$ cat src/rtl/lsu_mem_ctrl.sv
// lsu_mem_ctrl: load/store access controller in front of a word-wide data RAM.
//
// Takes byte/half/word load and store requests from the core's MEM stage, turns them into
// word-aligned RAM traffic, does read-modify-write for sub-word stores and extracts /
// extends sub-word load data from the RAM's 1-cycle registered read. Misaligned and
// illegal accesses are flagged instead of touching memory.
//
// Ports:
//   clk, rst                 clock, asynchronous active-high reset
//   req_valid_i/req_ready_o  request handshake; one request every 2 cycles
//   req_we_i                 1 = store, 0 = load
//   req_funct3_i             RV32 funct3 (LB/LH/LW/LBU/LHU, SB/SH/SW)
//   req_addr_i               byte address
//   req_wdata_i              right-aligned store data
//   resp_valid_o             one-cycle completion pulse, accept+2
//   resp_rdata_o             extended load result (0 for stores and errors)
//   resp_err_o               misaligned/illegal access, qualified by resp_valid_o
//   ram_raddr_o/ram_rdata_i  RAM read port, data valid the cycle after the address
//   ram_we_o/ram_waddr_o/ram_wdata_o  RAM write port, full merged word
module lsu_mem_ctrl #(
  parameter int unsigned DATA_WIDTH = 32,
  parameter int unsigned ADDR_WIDTH = 32
) (
  input  logic                  clk,
  input  logic                  rst,
  input  logic                  req_valid_i,
  output logic                  req_ready_o,
  input  logic                  req_we_i,
  input  logic [2:0]            req_funct3_i,
  input  logic [ADDR_WIDTH-1:0] req_addr_i,
  input  logic [DATA_WIDTH-1:0] req_wdata_i,
  output logic                  resp_valid_o,
  output logic [DATA_WIDTH-1:0] resp_rdata_o,
  output logic                  resp_err_o,
  output logic [ADDR_WIDTH-1:0] ram_raddr_o,
  input  logic [DATA_WIDTH-1:0] ram_rdata_i,
  output logic                  ram_we_o,
  output logic [ADDR_WIDTH-1:0] ram_waddr_o,
  output logic [DATA_WIDTH-1:0] ram_wdata_o
);

  typedef enum logic [1:0] {StIdle, StLoad, StStore, StErr} state_e;

  state_e                state_q;
  logic                  we_q;
  logic [2:0]            funct3_q;
  logic [ADDR_WIDTH-1:0] addr_q;
  logic [DATA_WIDTH-1:0] wdata_q;

  logic                  accept;
  logic                  req_err;
  logic [ADDR_WIDTH-1:0] raddr_src;
  logic [7:0]            load_byte;
  logic [15:0]           load_half;
  logic [DATA_WIDTH-1:0] load_data;
  logic [DATA_WIDTH-1:0] store_word;

  // The top address bit never reaches the RAM.
  logic unused_addr_msb;
  assign unused_addr_msb = addr_q[ADDR_WIDTH-1];

  assign req_ready_o = (state_q == StIdle);
  assign accept      = req_valid_i && req_ready_o;

  // Alignment / legality of the incoming request, evaluated at accept.
  always_comb begin
    req_err = 1'b0;
    if (req_we_i) begin
      case (req_funct3_i)
        3'd0:    req_err = 1'b0;
        3'd1:    req_err = req_addr_i[0];
        3'd2:    req_err = |req_addr_i[1:0];
        default: req_err = 1'b1;
      endcase
    end else begin
      case (req_funct3_i)
        3'd0, 3'd4: req_err = 1'b0;
        3'd1, 3'd5: req_err = req_addr_i[0];
        3'd2:       req_err = |req_addr_i[1:0];
        default:    req_err = 1'b1;
      endcase
    end
  end

  // In IDLE the read is launched straight from the request so the data arrives in the
  // LOAD/STORE cycle; afterwards the captured address keeps the port stable.
  assign raddr_src   = (state_q == StIdle) ? req_addr_i : addr_q;
  assign ram_raddr_o = {1'b0, raddr_src[ADDR_WIDTH-2:2], 2'b00};

  // Load extraction and extension.
  assign load_byte = ram_rdata_i[{addr_q[1:0], 3'b000} +: 8];
  assign load_half = ram_rdata_i[{addr_q[1], 4'b0000} +: 16];

  always_comb begin
    load_data = ram_rdata_i;
    case (funct3_q)
      3'd0:    load_data = {{(DATA_WIDTH-8){load_byte[7]}}, load_byte};
      3'd1:    load_data = {{(DATA_WIDTH-16){load_half[15]}}, load_half};
      3'd4:    load_data = {{(DATA_WIDTH-8){1'b0}}, load_byte};
      3'd5:    load_data = {{(DATA_WIDTH-16){1'b0}}, load_half};
      default: load_data = ram_rdata_i;
    endcase
  end

  // Read-modify-write merge: old word from the RAM with the stored lane replaced.
  always_comb begin
    store_word = ram_rdata_i;
    case (funct3_q[1:0])
      2'd0:    store_word[{addr_q[1:0], 3'b000} +: 8] = wdata_q[7:0];
      2'd1:    store_word[{addr_q[1], 4'b0000} +: 16] = wdata_q[15:0];
      default: store_word = wdata_q;
    endcase
  end

  assign ram_we_o    = (state_q == StStore);
  assign ram_waddr_o = {1'b0, addr_q[ADDR_WIDTH-2:2], 2'b00};
  assign ram_wdata_o = store_word;

  always_ff @(posedge clk or posedge rst) begin
    if (rst) begin
      state_q      <= StIdle;
      we_q         <= 1'b0;
      funct3_q     <= 3'd0;
      addr_q       <= '0;
      wdata_q      <= '0;
      resp_valid_o <= 1'b0;
      resp_rdata_o <= '0;
      resp_err_o   <= 1'b0;
    end else begin
      resp_valid_o <= 1'b0;
      unique case (state_q)
        StIdle: begin
          if (accept) begin
            we_q     <= req_we_i;
            funct3_q <= req_funct3_i;
            addr_q   <= req_addr_i;
            wdata_q  <= req_wdata_i;
            if (req_err)       state_q <= StErr;
            else if (req_we_i) state_q <= StStore;
            else               state_q <= StLoad;
          end
        end
        StLoad: begin
          resp_valid_o <= 1'b1;
          resp_rdata_o <= load_data;
          resp_err_o   <= 1'b0;
          state_q      <= StIdle;
        end
        StStore: begin
          resp_valid_o <= 1'b1;
          resp_rdata_o <= '0;
          resp_err_o   <= 1'b0;
          state_q      <= StIdle;
        end
        StErr: begin
          resp_valid_o <= 1'b1;
          resp_rdata_o <= '0;
          resp_err_o   <= 1'b1;
          state_q      <= StIdle;
        end
        default: state_q <= StIdle;
      endcase
    end
  end

  // we_q is kept for debug visibility of the captured request.
  logic unused_we_q;
  assign unused_we_q = we_q;

endmodule

$ cat config.mk
export PLATFORM = sky130hd
export DESIGN_NAME = lsu_mem_ctrl
export DESIGN_NICKNAME = d
export VERILOG_FILES = /design/src/rtl/lsu_mem_ctrl.sv
export SDC_FILE = /design/constraint.sdc
export NUM_CORES = 1
export LEC_CHECK = 0
export ABC_AREA = 1
export CORE_MARGIN = 4
export CORE_UTILIZATION = 35
export DETAILED_ROUTE_END_ITERATION = 10
export PLACE_DENSITY = 0.71
export SYNTH_ARGS = -nofsm -noshare
export SYNTH_HDL_FRONTEND = slang
export SYNTH_SLANG_ARGS = --single-unit
$ cat constraint.sdc
create_clock -name clk -period 7.75 [get_ports clk]
set_clock_uncertainty 0.15 [all_clocks]
set_input_delay 0.775 -clock clk [delete_from_list [all_inputs] [get_ports clk]]
set_output_delay 0.775 -clock clk [all_outputs]
set_load 0.02 [all_outputs]
==> run metrics <==
final period utilization=a little under three fifths; clock slew seen by the registers of the worst setup and hold paths=roughly 0.080 ns; post-detailed-routing wire length=~20000 um; maximum number of pins on one net before global-route repair=between 60 and 70; switching share of power=roughly two fifths; standard-cell rows=47; layout cells sized above 1=5.26%; fin util=around 51%; growth of design area from synthesis to finish=41.5%; Hold Violations, Final=0; first-pass GRT wire length=between 30000 and 40000 um; initial antenna violation count=2; count of nets left with antenna violations after detail routing=0; total global-route track usage=a little over 20%; Final Power=between 2 and 3 mW; initial core utilization=~36%; total placed instance area=roughly 0.008 mm2; CP Data Required Time=around 7 ns; most common library cell in the layout ignoring fill and taps=sky130_fd_sc_hd__nand2_1; via count of the first global-routing pass=around 6000; smallest setup slack after layout=roughly 3.3 ns; area enclosed by the die boundary=slightly below 0.02 mm2; CTS sink cnt=102; actual transition at the worst max-transition pin=0.869 ns; XOR/XNOR share of the synthesized area=0%; CTS hold repair buffers=0; simple-gate area share of the yosys netlist=between 20 and 25%; netlist area before placement=~0.0061 mm2; startpoint kind of the worst setup timing path=flip-flop; Netlist cell types=31; proportion of netlist area held by the largest area contributor=a little over two fifths; ports placed on the boundary=roughly 240; largest family of logic cells by synthesized area=simple AND/OR/NAND/NOR gates; Overflow after GRT=0; commonest non-fill, non-tap cells in the layout=sky130_fd_sc_hd__nand2_1 (229), sky130_fd_sc_hd__clkdlybuf4s50_1 (227), sky130_fd_sc_hd__dfrtp_1 (102); Pre-antenna DRT Iters=5; Final Hold Slack=0.333 ns; antenna cell count=0; count of mapped cells out of synthesis=815; setup-violating endpoint count in the final report=0; mux cell area share after synthesis=2.97%; Final Slew Violations=0; Max Cap Violations=0; Seq pwr share=~30%; type of the worst setup path=flip-flop to primary output; Worst Setup End Kind=primary output; core region area=between 0.015 and 0.02 mm2; mean post-synth cell area=around 7.5 um2; die height=140 um; GPL Wtd Cong=0.853; maximum vdd drop=~0.14 mV; Highest Clock Rate=0.227 GHz; NumNets Final=roughly 1100; buffers from clock root to sink, at most=2; number of synthesized register bits=102; unrepaired setup endpoints after global routing=false; largest fanout of any net on the critical path=between 40 and 50; final HPWL from detailed placement=around 15000 um; cell leakage power=roughly 4 nW; power share of the clock group=between 20% and 30%; TritonCTS clock tree=yes; number of warning messages in the yosys log=0; portion of total power attributed to combinational logic=a little under 50%; drt first-iter violations=427; root buffer cell=sky130_fd_sc_hd__clkbuf_16; DP Cell Count=1192; P_int=about 1.5 mW; Post-CTS Resized=0; power density over the cells=around 300 mW/mm2; post-synthesis compound-gate area fraction=a little under 20%; Skew-Pair Late Insertion Delay=around 0.36 ns; overall die width=140 um; status=complete, no violations; via/cell ratio=roughly 5; routed vias=slightly above 6000; top cell type by total area after synthesis=sky130_fd_sc_hd__dfrtp_1; number of post-CTS setup repair buffers=0; sum of negative setup slack=0 ns; final critical-path required period=4.41 ns; port buffer count=227; Switch Pwr=about 1.0 mW; critical path arrival=about 3.5 ns; summed area of non-filler cells in the final layout=around 0.0086 mm2; cells taking the most area after synthesis=sky130_fd_sc_hd__dfrtp_1 (42%), sky130_fd_sc_hd__nand2_1 (14%), sky130_fd_sc_hd__o21ai_0 (8.1%); worst slew margin relative to its limit=between 40% and 50%; non-filler cells, final=around 1200; H-tree lvl count=3; count of fill cells added during filler insertion=1648; pre-CTS worst setup slack=approximately 3.7 ns; Seq/Total Area, Yosys=~42%; CTS Buf Count=9; Avg WL per Cell=between 15 and 20 um; post-synthesis share of cell area spent on full adders, half adders and majority gates=slightly above 1%; type of the worst min-delay path=flip-flop to flip-flop; drt drc=0
==> final timing paths <==
kind                                               from                           end  slack, ns  cells after the start
hold reg to reg            resp_rdata_o[20]$_DFFE_PP0N_  resp_rdata_o[20]$_DFFE_PP0N_       0.33                      2
setup reg to reg                 state_q[1]$_DFFE_PP0P_       wdata_q[28]$_DFFE_PP0P_       5.17                      5
hold / removal             resp_rdata_o[20]$_DFFE_PP0N_  resp_rdata_o[20]$_DFFE_PP0N_       0.33                      2
min in group asynchronous                           rst        addr_q[23]$_DFFE_PP0P_       0.64                      2
setup / recovery                  addr_q[1]$_DFFE_PP0P_               ram_wdata_o[29]       3.34                      9
max in group asynchronous                           rst       wdata_q[28]$_DFFE_PP0P_       5.54                      3
==> state kept, by name, indices dropped and copies added (netlist names) <==
register,cells
resp_err_o,1
addr_q,31
funct3_q,3
wdata_q,32
resp_valid_o,1
resp_rdata_o,32
state_q,2
==> synthesized netlist by cell type <==
| cell type | count |
|---|---|
| sky130_fd_sc_hd__nand2_1 | 230 |
| sky130_fd_sc_hd__dfrtp_1 | 102 |
| sky130_fd_sc_hd__o21ai_0 | 98 |
| sky130_fd_sc_hd__inv_1 | 78 |
| sky130_fd_sc_hd__nand3_1 | 52 |
| sky130_fd_sc_hd__a21oi_1 | 51 |
| sky130_fd_sc_hd__buf_4 | 35 |
| sky130_fd_sc_hd__nor2_1 | 30 |
| sky130_fd_sc_hd__clkbuf_1 | 27 |
| sky130_fd_sc_hd__o211ai_1 | 23 |
| sky130_fd_sc_hd__buf_2 | 15 |
| sky130_fd_sc_hd__mux2_2 | 15 |
| sky130_fd_sc_hd__o21a_1 | 14 |
| sky130_fd_sc_hd__a21o_1 | 8 |
| sky130_fd_sc_hd__o221ai_1 | 8 |
| sky130_fd_sc_hd__ha_1 | 5 |
| sky130_fd_sc_hd__buf_1 | 4 |
| sky130_fd_sc_hd__nor2_2 | 3 |
| sky130_fd_sc_hd__inv_2 | 2 |
| sky130_fd_sc_hd__nor3_1 | 2 |
| sky130_fd_sc_hd__o21ai_1 | 2 |
| sky130_fd_sc_hd__o21ai_2 | 2 |
| sky130_fd_sc_hd__a21oi_2 | 1 |
| sky130_fd_sc_hd__buf_6 | 1 |
| sky130_fd_sc_hd__conb_1 | 1 |
| sky130_fd_sc_hd__mux2_1 | 1 |
| sky130_fd_sc_hd__nand2_4 | 1 |
| sky130_fd_sc_hd__nand3_4 | 1 |
| sky130_fd_sc_hd__nand4_1 | 1 |
| sky130_fd_sc_hd__nor2_4 | 1 |
| sky130_fd_sc_hd__o2111ai_1 | 1 |
==> worst max-delay path, cell delays in order, from the launching register on <==
cell                              delay, ns
sky130_fd_sc_hd__dfrtp_1               0.80
sky130_fd_sc_hd__inv_1                 0.13
sky130_fd_sc_hd__buf_4                 0.33
sky130_fd_sc_hd__ha_1                  0.24
sky130_fd_sc_hd__inv_1                 0.36
sky130_fd_sc_hd__nand3_1               0.21
sky130_fd_sc_hd__o21ai_0               0.22
sky130_fd_sc_hd__o211ai_1              0.12
sky130_fd_sc_hd__nand3_1               0.10
sky130_fd_sc_hd__clkdlybuf4s50_1       0.61
==> area by class of cell <==
| class | instances | area (um2) | area share, % |
|---|---|---|---|
| multi-input cells | 556 | 2790 | 32.5 |
| well taps | 220 | 275 | 3.20 |
| flip-flops and latches | 102 | 2550 | 29.7 |
| clock inverters | 6 | 109 | 1.27 |
| inverters | 80 | 303 | 3.52 |
| repair buffers | 234 | 2320 | 27.1 |
| clock buffers | 10 | 239 | 2.78 |
==> cell families after synthesis <==
family	Yosys count
buffers and inverters	162
AO/OA/AOI/OAI	208
AND/OR/NAND/NOR	321
adder cells (fa/ha/maj)	5
other	1
flip-flops	102
multiplexers	16
==> power by group through the flow <==
stage / Combinational, mW / Sequential (mW) / Clock (mW)
3_5_place_dp: 1.28 / 0.768 / 0
3_3_place_gp: 1.27 / 0.765 / 0
5_1_grt: 1.38 / 0.779 / 0.571
2_1_floorplan: 0.708 / 0.804 / 0
6_report: 1.28 / 0.760 / 0.537
4_1_cts: 1.28 / 0.760 / 0.553
==> per-layer routing <==
metal	routed length [um]	track usage, %	up-vias	part of all wire (%)
met2	9250	32.7	306	46
met3	1990	5.87	33	9.8
met4	481	7.45	4	2.4
met5	18	0	-	0.089
met1	8570	26.9	2733	42
li1	-	-	2965	-
Note: power is estimated with default switching activity, not from simulation.
